$ cat src/rtl/keypad_matrix_emu.sv
// 4x4 keypad matrix emulator: turns press/release commands into bouncing contacts
// and answers the scanner's active-low row drive with registered active-low columns.
module keypad_matrix_emu #(
  parameter int unsigned BOUNCE_EDGES = 6,
  parameter int unsigned BOUNCE_MIN   = 16,
  parameter logic [7:0]  LFSR_SEED    = 8'hA5
) (
  input  logic        clk,
  input  logic        RSTn,
  input  logic [3:0]  row,
  output logic [3:0]  col,
  input  logic        cmd_valid,
  output logic        cmd_ready,
  input  logic [3:0]  cmd_key,
  input  logic        cmd_press,
  output logic [15:0] contact,
  output logic [15:0] key_state,
  output logic        busy
);

  localparam logic [7:0]    SEED       = (LFSR_SEED == 8'h00) ? 8'h01 : LFSR_SEED;
  localparam int            EW         = (BOUNCE_EDGES < 2) ? 1 : $clog2(BOUNCE_EDGES + 1);
  localparam logic [EW-1:0] EDGES_INIT = EW'(BOUNCE_EDGES);
  localparam logic [8:0]    MIN_M1     = 9'(BOUNCE_MIN - 1);

  typedef enum logic [1:0] {IDLE, BOUNCE, SETTLE, DONE} state_t;

  state_t        state;
  logic [7:0]    lfsr;
  logic [3:0]    key;
  logic          target;
  logic [8:0]    timer;
  logic [EW-1:0] edges;
  logic [3:0]    col_next;
  logic [8:0]    interval_m1;
  logic          fb;

  // Taps x^8+x^6+x^5+x^4+1; a nonzero state can never shift into zero.
  assign fb = lfsr[7] ^ lfsr[5] ^ lfsr[4] ^ lfsr[3];

  // Timer is loaded with interval-1 so the gap between edges is exactly the interval.
  assign interval_m1 = 9'(BOUNCE_MIN) + {3'b000, lfsr[5:0]} - 9'd1;

  // Wire-AND of every selected row: a closed contact pulls its column low.
  assign col_next = ~(({4{~row[0]}} & contact[3:0])   |
                      ({4{~row[1]}} & contact[7:4])   |
                      ({4{~row[2]}} & contact[11:8])  |
                      ({4{~row[3]}} & contact[15:12]));

  // NOTE: every register here is assigned with <= so all updates see the
  // pre-edge values; blocking assignments would create order-dependent logic.
  always_ff @(posedge clk or negedge RSTn) begin
    if (!RSTn) begin
      state     <= IDLE;
      lfsr      <= SEED;
      col       <= 4'hF;
      contact   <= '0;
      key_state <= '0;
      cmd_ready <= 1'b1;
      busy      <= 1'b0;
      key       <= '0;
      target    <= 1'b0;
      timer     <= '0;
      edges     <= '0;
    end else begin
      lfsr <= {lfsr[6:0], fb};
      col  <= col_next;
      unique case (state)
        IDLE: begin
          // A command that matches the settled state is a no-op.
          if (cmd_valid && cmd_ready && (cmd_press != key_state[cmd_key])) begin
            key              <= cmd_key;
            target           <= cmd_press;
            contact[cmd_key] <= cmd_press;
            timer            <= interval_m1;
            edges            <= EDGES_INIT;
            cmd_ready        <= 1'b0;
            busy             <= 1'b1;
            if (BOUNCE_EDGES == 0) begin
              key_state[cmd_key] <= cmd_press;
              state              <= DONE;
            end else begin
              state <= BOUNCE;
            end
          end
        end
        BOUNCE: begin
          if (timer == 9'd0) begin
            contact[key] <= ~contact[key];
            edges        <= edges - 1'b1;
            if (edges == EW'(1)) begin
              timer <= MIN_M1;
              state <= SETTLE;
            end else begin
              timer <= interval_m1;
            end
          end else begin
            timer <= timer - 1'b1;
          end
        end
        SETTLE: begin
          // key_state is visible during DONE, one cycle ahead of cmd_ready.
          if (timer == 9'd0) begin
            key_state[key] <= target;
            state          <= DONE;
          end else begin
            timer <= timer - 1'b1;
          end
        end
        DONE: begin
          cmd_ready <= 1'b1;
          busy      <= 1'b0;
          state     <= IDLE;
        end
      endcase
    end
  end

endmodule

$ cat config.mk
export PLATFORM = sky130hd
export DESIGN_NAME = keypad_matrix_emu
export DESIGN_NICKNAME = d
export VERILOG_FILES = /design/src/rtl/keypad_matrix_emu.sv
export SDC_FILE = /design/constraint.sdc
export NUM_CORES = 1
export LEC_CHECK = 0
export ABC_CLOCK_PERIOD_IN_PS = 3400
export CAP_MARGIN = 25
export CORE_MARGIN = 4
export CORE_UTILIZATION = 26
export CTS_BUF_LIST = sky130_fd_sc_hd__clkbuf_16
export DETAILED_ROUTE_END_ITERATION = 8
export GPL_ROUTABILITY_DRIVEN = 0
export GPL_TIMING_DRIVEN = 1
export PLACE_DENSITY_LB_ADDON = 0.1
export SLEW_MARGIN = 15
export SYNTH_ARGS = -nofsm -noshare
export SYNTH_HDL_FRONTEND = slang
export SYNTH_SLANG_ARGS = --single-unit
$ cat constraint.sdc
create_clock -name clk -period 3.4 [get_ports clk]
set_input_delay 0.68 -clock clk [delete_from_list [all_inputs] [get_ports clk]]
set_output_delay 0.68 -clock clk [all_outputs]
set_load 0.01 [all_outputs]
Word-level counts from Yosys, hierarchy flattened. Cells that the tools add are included.

Equal/unequal tests: 10. $mul: 0. Reduce and logical (&&, ||, !) cells: 15. Divide/modulo/power cells: 0. Bitwise operators: 16. Add/subtract/negate cells: 4. Magnitude comparators: 4. Multiplexer cells: 31. Shift operators: 0.

Operator list (count): bitwise mux 16 bit (3); 2-to-1 mux 9 bit (4); 2-to-1 mux 16 bit (2); one-hot mux 16 bit (2 select lines) (1); one-hot mux 9 bit (3 select lines) (1); AND 4 bit (4); OR 4 bit (3); < comparator 4 x 5 -> 1 bit, second input constant (2); inequality test 2 bit, second input constant (5); logical NOT 9 bit (1); subtractor 9 x 1 -> 9 bit, second input constant (1); binary-select mux 1 bit (select 4 bit) (2); demux 1 bit (select 4 bit) (2); >= comparator 4 x 1 -> 1 bit, second input constant (2); 2-to-1 mux 2 bit (4); one-hot mux 2 bit (4 select lines) (1); subtractor 7 x 1 -> 8 bit, second input constant (1); adder 5 x 6 -> 7 bit, first input constant (1); 2-to-1 mux 1 bit (6); 2-to-1 mux 3 bit (2); one-hot mux 3 bit (2 select lines) (1); AND reduction 2 bit (3); AND reduction 3 bit (2); inverter 1 bit (5); other kinds (13) (21).

Bits in latches: 0. Logic and storage cells: 91. Memories kept: 0. Memory bits (writable): 0. Bits in read-only memories: 0. Bits in registers: 65.

Longest topological paths before layout. Gate-level depths: netlist of the first run.

Depth in word-level cells: 7. Gate-level depth with buffers: 11. Depth with buffers taken out: 8.

Worst setup path after synthesis of the first run. Ideal clock, no wire load.

Kind: input to register. From: in cmd_key[1]. To: reg contact[0]. Data required time: 3.261 ns. Stages: 8. Data arrival time: 2.896 ns. Path slack: 0.366 ns. Buffers on the path: 2. Cell sequence: buf_6 > buf_6 > mux2_1 > mux4_2 > mux2i_4 > a311oi_2 > a21oi_1 > or4_1.

Word-level cells in the longest chain between the ends: 7. Elaborated cells on any way between the ends: 14.

Ends and longest elaborated chain: start: declaration (RTL line 14) `input logic [3:0] cmd_key,`; < comparator 4 x 5 -> 1 bit (not written as such) or >= comparator 4 x 1 -> 1 bit (tied branches) (RTL line 74) `contact[cmd_key] <= cmd_press;`; logical AND 1 bit (not written as such) (RTL line 74); 2-to-1 mux 1 bit (not written as such) (RTL line 74); demux 1 bit (select 4 bit) (RTL line 74); bitwise mux 16 bit (RTL line 74); 2-to-1 mux 16 bit (RTL line 71) `if (cmd_valid && cmd_ready && (cmd_press != key_state[cmd_key])) begin`; one-hot mux 16 bit (2 select lines) (RTL line 68) `unique case (state)`; end signal: indexed assignment (RTL line 74); end signal: indexed assignment (RTL line 89) `contact[key] <= ~contact[key];`; end: declaration (RTL line 16) `output logic [15:0] contact,`.

Several ways; a longest one is shown, not always the timed one. The select of a mux whose other input is x is not followed. A chain may end at the register's enable or synchronous reset.

Worst setup path in the final report of the first run.
From: in cmd_key[1]. To: reg contact[2].

Same word-level chain as after synthesis.

==> metrics.txt, run 1 <==
final non-filler cell total=639; Die H=131 um; highest clock rate=304 MHz; Primary FF master, synth=dfrtp_1; Final Skew=0.00888 ns; Initial DRC Count=approximately 230; GR Overflow Total=0; Power Dens Cells=351 mW/mm^2; number of enable flip-flop cells after synthesis=0; final HPWL from detailed placement=~8300 um; Reg clk slew, reported paths=approximately 0.050 ns; final instance area=approximately 0.005 mm^2; H-Tree Depth=3; Initial Util=26.8%; Worst Hold End=lfsr[7]$_DFF_PN1_; routed len/inst=17.8 um; Post-Synthesis Cells=398; syn_nets=~420; DP Area=0.00465 mm^2; Final Util=33.5%; Setup-failing EPs final=0; min Tclk post-route=~3.3 ns; TritonRoute pass-1 iters=4; FF-to-FF End=key_state[4]$_DFFE_PN0P_; leakage power=around 1.9 nW; CP required=3.59 ns; port bufs=49; DRC viols=0; Clock Tree Root=clkbuf_16; mapped cell area=0.00393 mm^2; clk_lat worst skew=0.33 ns; Worst R2R Path Depth=7; Critical Path AT=3.48 ns; vias in the first global route=approximately 3,500; WHS Path Cells=0; Tightest Pin Transition=0.861 ns; Yosys cell types=54; status=finished clean; GRT Overall Usage=14.1%; Rel. slew slack=42.6%; commonest non-fill, non-tap cells in the layout=dfrtp_1, clkdlybuf4s50_1, mux2_2; register area share after synthesis=a little over two fifths; vias per cell=roughly 5.2; Core ar.=0.0147 mm^2; Hold Startpoint=lfsr[6]$_DFF_PN0_; cts bufs inserted=9; commonest non-fill, non-tap cell in the layout=dfrtp_1; number of nets with antenna violations after routing=0; ys async rst share=100%; Slew Viols, Final=0; Ys Warns=0; TritonCTS clock tree=built; setup ws final=~0.11 ns; final wirelength=11,400 um; Final Hold Vio Count=0; setup slack, reg-to-reg=0.63 ns; CTS hold repair buffers=0; Antenna diodes=0; CP Capture Type=flip-flop; num ports=50; Clock Tree Buf Depth=2; worst min path class=flip-flop to flip-flop; clock sinks=65; FP Rows=44; Max VDD drop=0.186 mV; area delta synth->final=25.4%; mean post-synth cell area=9.88 um^2; largest net degree at the start of global routing=66; Worst Setup Path Type=primary input to flip-flop; Max Cap Violations=0; Critical Path Start Type=primary input; CTS resizes=0; dpl cells=624; worst slack at placement=-0.239 ns; vias=3,312; Die X=around 130 um; first-pass GRT wire length=18,600 um; antenna violations before repair=0; crit share post-route=slightly below 100%; RSZ-0062 raised after global routing=no; Seq cells post-synth=65; crit path max fanout=10; layout cell share with drive strength beyond 1=19.3%; post-layout net count=between 400 and 500; die area=between 0.015 and 0.02 mm^2; Post-CTS Setup Bufs=0; worst r2r src=timer[0]$_DFFE_PN0P_
power by group:
part,total [mW],internal (mW),switching [mW]
clock network,0.881,0.552,0.329
logic,0.0726,0.0289,0.0438
registers,0.777,0.777,0.000308
total,1.73,1.36,0.373
worst max-delay path by stage:
stage               start                      end  slack (ns)  depth (start not counted)
4_1_cts        cmd_key[1]  contact[13]$_DFFE_PN0P_        0.11                         10
3_3_place_gp   cmd_key[1]   contact[8]$_DFFE_PN0P_       -0.19                         10
5_1_grt        cmd_key[1]  contact[13]$_DFFE_PN0P_       0.001                         10
2_1_floorplan  cmd_key[1]   contact[0]$_DFFE_PN0P_        0.37                          8
6_report       cmd_key[1]   contact[2]$_DFFE_PN0P_        0.11                          9
3_5_place_dp   cmd_key[1]   contact[4]$_DFFE_PN0P_       -0.24                         10
critical path: stages:
cell and delay, ns:
clkdlybuf4s50_1 0.46, buf_4 0.18, mux2_1 0.34, mux4_2 0.50, mux2_4 0.33, a311oi_2 0.23
buf_4 0.17, a21oi_1 0.06, or4_1 0.52
layout make-up:
cell class / instances / area, um^2
clock buffers: 9 / 225
clock inverters: 6 / 51.3
fillers: 1477 / 9770
inverters: 21 / 78.8
multi-input cells: 288 / 2090
flip-flops and latches: 65 / 1640
well taps: 184 / 230
repair buffers: 66 / 613
synthesized netlist by cell type (all sizes together), types with 3 or more instances:
master / instances / area (um^2)
o22ai: 27 / 169
a22o: 8 / 70.1
or2: 5 / 31.3
inv: 21 / 78.8
mux2: 39 / 443
ha: 8 / 100
a21o: 5 / 37.5
xor2: 3 / 26.3
nor2: 20 / 75.1
mux4: 5 / 113
or4: 3 / 22.5
a21oi: 14 / 70.1
nand2: 25 / 93.8
or3: 10 / 62.6
dfrtp: 56 / 1400
dfstp: 9 / 236
nand2b: 9 / 56.3
nand4: 3 / 18.8
nand3b: 3 / 22.5
o21ai: 22 / 110
buf: 10 / 68.8
nor4: 4 / 25.0
o22a: 4 / 35.0
and3: 4 / 30.0
a221oi: 4 / 35.0
nor2b: 4 / 25.0
o2bb2ai: 6 / 52.6
nand3: 11 / 55.1
xnor2: 5 / 43.8
nor3: 14 / 70.1
clkbuf: 14 / 52.6
a31oi: 5 / 31.3
logic make-up after synthesis:
logic type / Yosys count / share of synthesized area, %
compound gates: 106 / 18.0
simple gates: 120 / 15.9
buf+inv: 45 / 5.09
flops: 65 / 41.6
mux: 46 / 15.0
xor+xnor: 8 / 1.78
fa+ha+maj: 8 / 2.55
flip-flops by register name, summed over array words and instances (netlist names):
register	count
target	1
key	4
contact	16
timer	9
col	4
state	2
key_state	16
cmd_ready	1
lfsr	8
busy	1
edges	3
metrics by stage:
stage	power, mW	hold slack [ns]	TNS [ns]
2_1_floorplan	0.820	0.333	0
4_1_cts	1.76	0.353	0
3_3_place_gp	0.864	0.337	-2.76
5_1_grt	1.80	0.366	0
3_5_place_dp	0.865	0.348	-3.86
6_report	1.73	0.349	0
metal layers:
layer  wire, um  global-route usage (%)
met5          0                       0
met2       4970                    20.9
met1       5780                    20.1
met3        460                    2.64
met4        193                    5.93
No activity file was read; power rests on OpenSTA's default activity.
==> inputs of run 2 (changes only) <==
SETUP_SLACK_MARGIN = 0.02   (was not set)
SKIP_LAST_GASP = 1   (was not set)
==> run 2 against run 1 <==
Design area barely moved. Global-route usage did not move. Worst setup slack got worse by 0.0035 ns. Sequential share of layout area barely moved. Clock power barely moved. Via count rose by 0.91%. Critical endpoint unchanged.
==> metrics.txt, run 2 (synthesized netlist as in run 1, its figures left out) <==
Final Skew=0.00927 ns (+0.000394 ns); first-pass GRT wire length=18,600 um (unchanged); final instance area=0.00493 mm^2 (about the same); dpl cells=624 (unchanged); commonest non-fill, non-tap cell in the layout=dfrtp_1; CTS hold repair buffers=0 (unchanged); worst slack at placement=-0.239 ns (unchanged); largest net degree at the start of global routing=66 (unchanged); Clock Tree Root=clkbuf_16; CP Capture Type=flip-flop; layout cell share with drive strength beyond 1=19.3% (unchanged); Critical Path Start Type=primary input; Clock Tree Buf Depth=2 (unchanged); CP required=3.59 ns (about the same); Post-CTS Setup Bufs=0 (unchanged); FF-to-FF End=key_state[4]$_DFFE_PN0P_; final wirelength=11,400 um (about the same); CTS resizes=0 (unchanged); Final Hold Vio Count=0 (unchanged); Worst Hold End=lfsr[7]$_DFF_PN1_; Rel. slew slack=42.7% (+0.092 points); crit path max fanout=10 (unchanged); vias=3,342 (+0.91%); clock sinks=65 (unchanged); Setup-failing EPs final=0 (unchanged); worst r2r src=timer[0]$_DFFE_PN0P_; highest clock rate=303 MHz (-0.11%); Worst Setup Path Type=primary input to flip-flop; Antenna diodes=0 (unchanged); Slew Viols, Final=0 (unchanged); Initial DRC Count=209 (-8.7%); Max Cap Violations=0 (unchanged); status=finished clean; # fillers=1,476 (-0.068%); Reg clk slew, reported paths=0.05 ns (about the same); DP Area=0.00465 mm^2 (unchanged); TritonRoute pass-1 iters=4 (unchanged); clk_lat worst skew=0.33 ns (about the same); DRC viols=0 (unchanged); port bufs=49 (unchanged); number of nets with antenna violations after routing=0 (unchanged); area delta synth->final=25.5% (about the same); num ports=50 (unchanged); worst min path class=flip-flop to flip-flop; Critical Path AT=3.49 ns (about the same); cts bufs inserted=9 (unchanged); commonest non-fill, non-tap cells in the layout=dfrtp_1, clkdlybuf4s50_1, mux2_2; Worst R2R Path Depth=7 (unchanged); Seq. cell area=0.00164 mm^2 (unchanged); biggest regs=contact: 16 flops, key_state: 16 flops, timer: 9 flops; WHS Path Cells=0 (unchanged); RSZ-0062 raised after global routing=no; Initial Util=26.8% (unchanged); Max VDD drop=0.187 mV (+0.88%); final HPWL from detailed placement=8260 um (unchanged); Hold Startpoint=lfsr[6]$_DFF_PN0_; FP Rows=44 (unchanged); leakage power=1.94 nW (about the same); footprint of the multi-input gates=0.00209 mm^2 (unchanged); GR Overflow Total=0 (unchanged); Tightest Pin Transition=0.860 ns (-0.00137 ns); Power Dens Cells=351 mW/mm^2 (+0.11%); TritonCTS clock tree=built; post-layout net count=471 (unchanged); H-Tree Depth=3 (unchanged); routed len/inst=17.8 um (about the same); setup ws final=0.104 ns (-0.00352 ns); final non-filler cell total=639 (unchanged); antenna violations before repair=0 (unchanged); Die H=131 um (unchanged); min Tclk post-route=3.30 ns (+0.00352 ns); vias in the first global route=3,463 (unchanged); GRT Overall Usage=14.1% (unchanged); setup slack, reg-to-reg=0.63 ns (about the same); crit share post-route=97.0% (+0.10 points); vias per cell=5.23 (+0.91%); Die X=131 um (unchanged); die area=0.0172 mm^2 (unchanged); Core ar.=0.0147 mm^2 (unchanged); Final Util=33.6% (about the same)
## run 2: cell types whose count changed in the layout (fill, tap and decap cells not counted)
cell,previous run,this run
buf_4,17,16
buf_6,0,1
## run 2: through the flow
stage	power [mW]	hold WS [ns]	TNS [ns]
detailed placement	0.865	0.348	-3.86
finish	1.73	0.349	0
floorplan	0.820	0.333	0
global route	1.80	0.366	0
CTS	1.76	0.353	0
global placement	0.864	0.337	-2.76
## run 2: per-layer routing
metal  share of wire, %  vias to the layer above  GRT usage (%)
met5                  0                        -              0
met4                2.2                        0           5.93
met3                5.2                       19           2.64
met2                 43                       91           20.9
met1                 49                     1638           20.1
li1                   -                     1594              -
## run 2: area by class of cell
class,count,area share [%]
multi-input combinational,288,42.4
sequential,65,33.2
timing repair buffer,66,12.5
tap,184,4.67
clock buffer,9,4.56
inverter,21,1.60
clock inverter,6,1.04
## run 2: worst max-delay path by stage
stage / start / to / slack (ns) / depth (start not counted)
finish: cmd_key[1] / contact[2]$_DFFE_PN0P_ / 0.10 / 9
global route: cmd_key[1] / contact[1]$_DFFE_PN0P_ / 0.04 / 9
CTS: cmd_key[1] / contact[13]$_DFFE_PN0P_ / 0.11 / 10
detailed placement: cmd_key[1] / contact[4]$_DFFE_PN0P_ / -0.24 / 10
global placement: cmd_key[1] / contact[8]$_DFFE_PN0P_ / -0.19 / 10
floorplan: cmd_key[1] / contact[0]$_DFFE_PN0P_ / 0.37 / 8
## run 2: critical path, cell delays in order
cell and delay [ns]:
clkdlybuf4s50_1 0.46, buf_4 0.19, mux2_1 0.34, mux4_2 0.50, mux2_4 0.33, a311oi_2 0.23, buf_4 0.18, a21oi_1 0.06
or4_1 0.52
## run 2: power breakdown
part	total [mW]	switching, mW	leakage [nW]	internal, mW
registers	0.777	0.000308	0.782	0.777
logic	0.0726	0.0437	1.02	0.0289
clock network	0.884	0.332	0.141	0.552
total	1.73	0.376	1.94	1.36
==> inputs of run 3 (changes only) <==
==> constraint.sdc (replaced) <==
create_clock -name clk -period 3.4 [get_ports clk]
set_input_delay 0.68 -clock clk [delete_from_list [all_inputs] [get_ports clk]]
set_output_delay 0.68 -clock clk [all_outputs]
set_load 0.005 [all_outputs]
==> results of run 3 <==
The final DEF is identical to that of run 2. Status: finished clean.
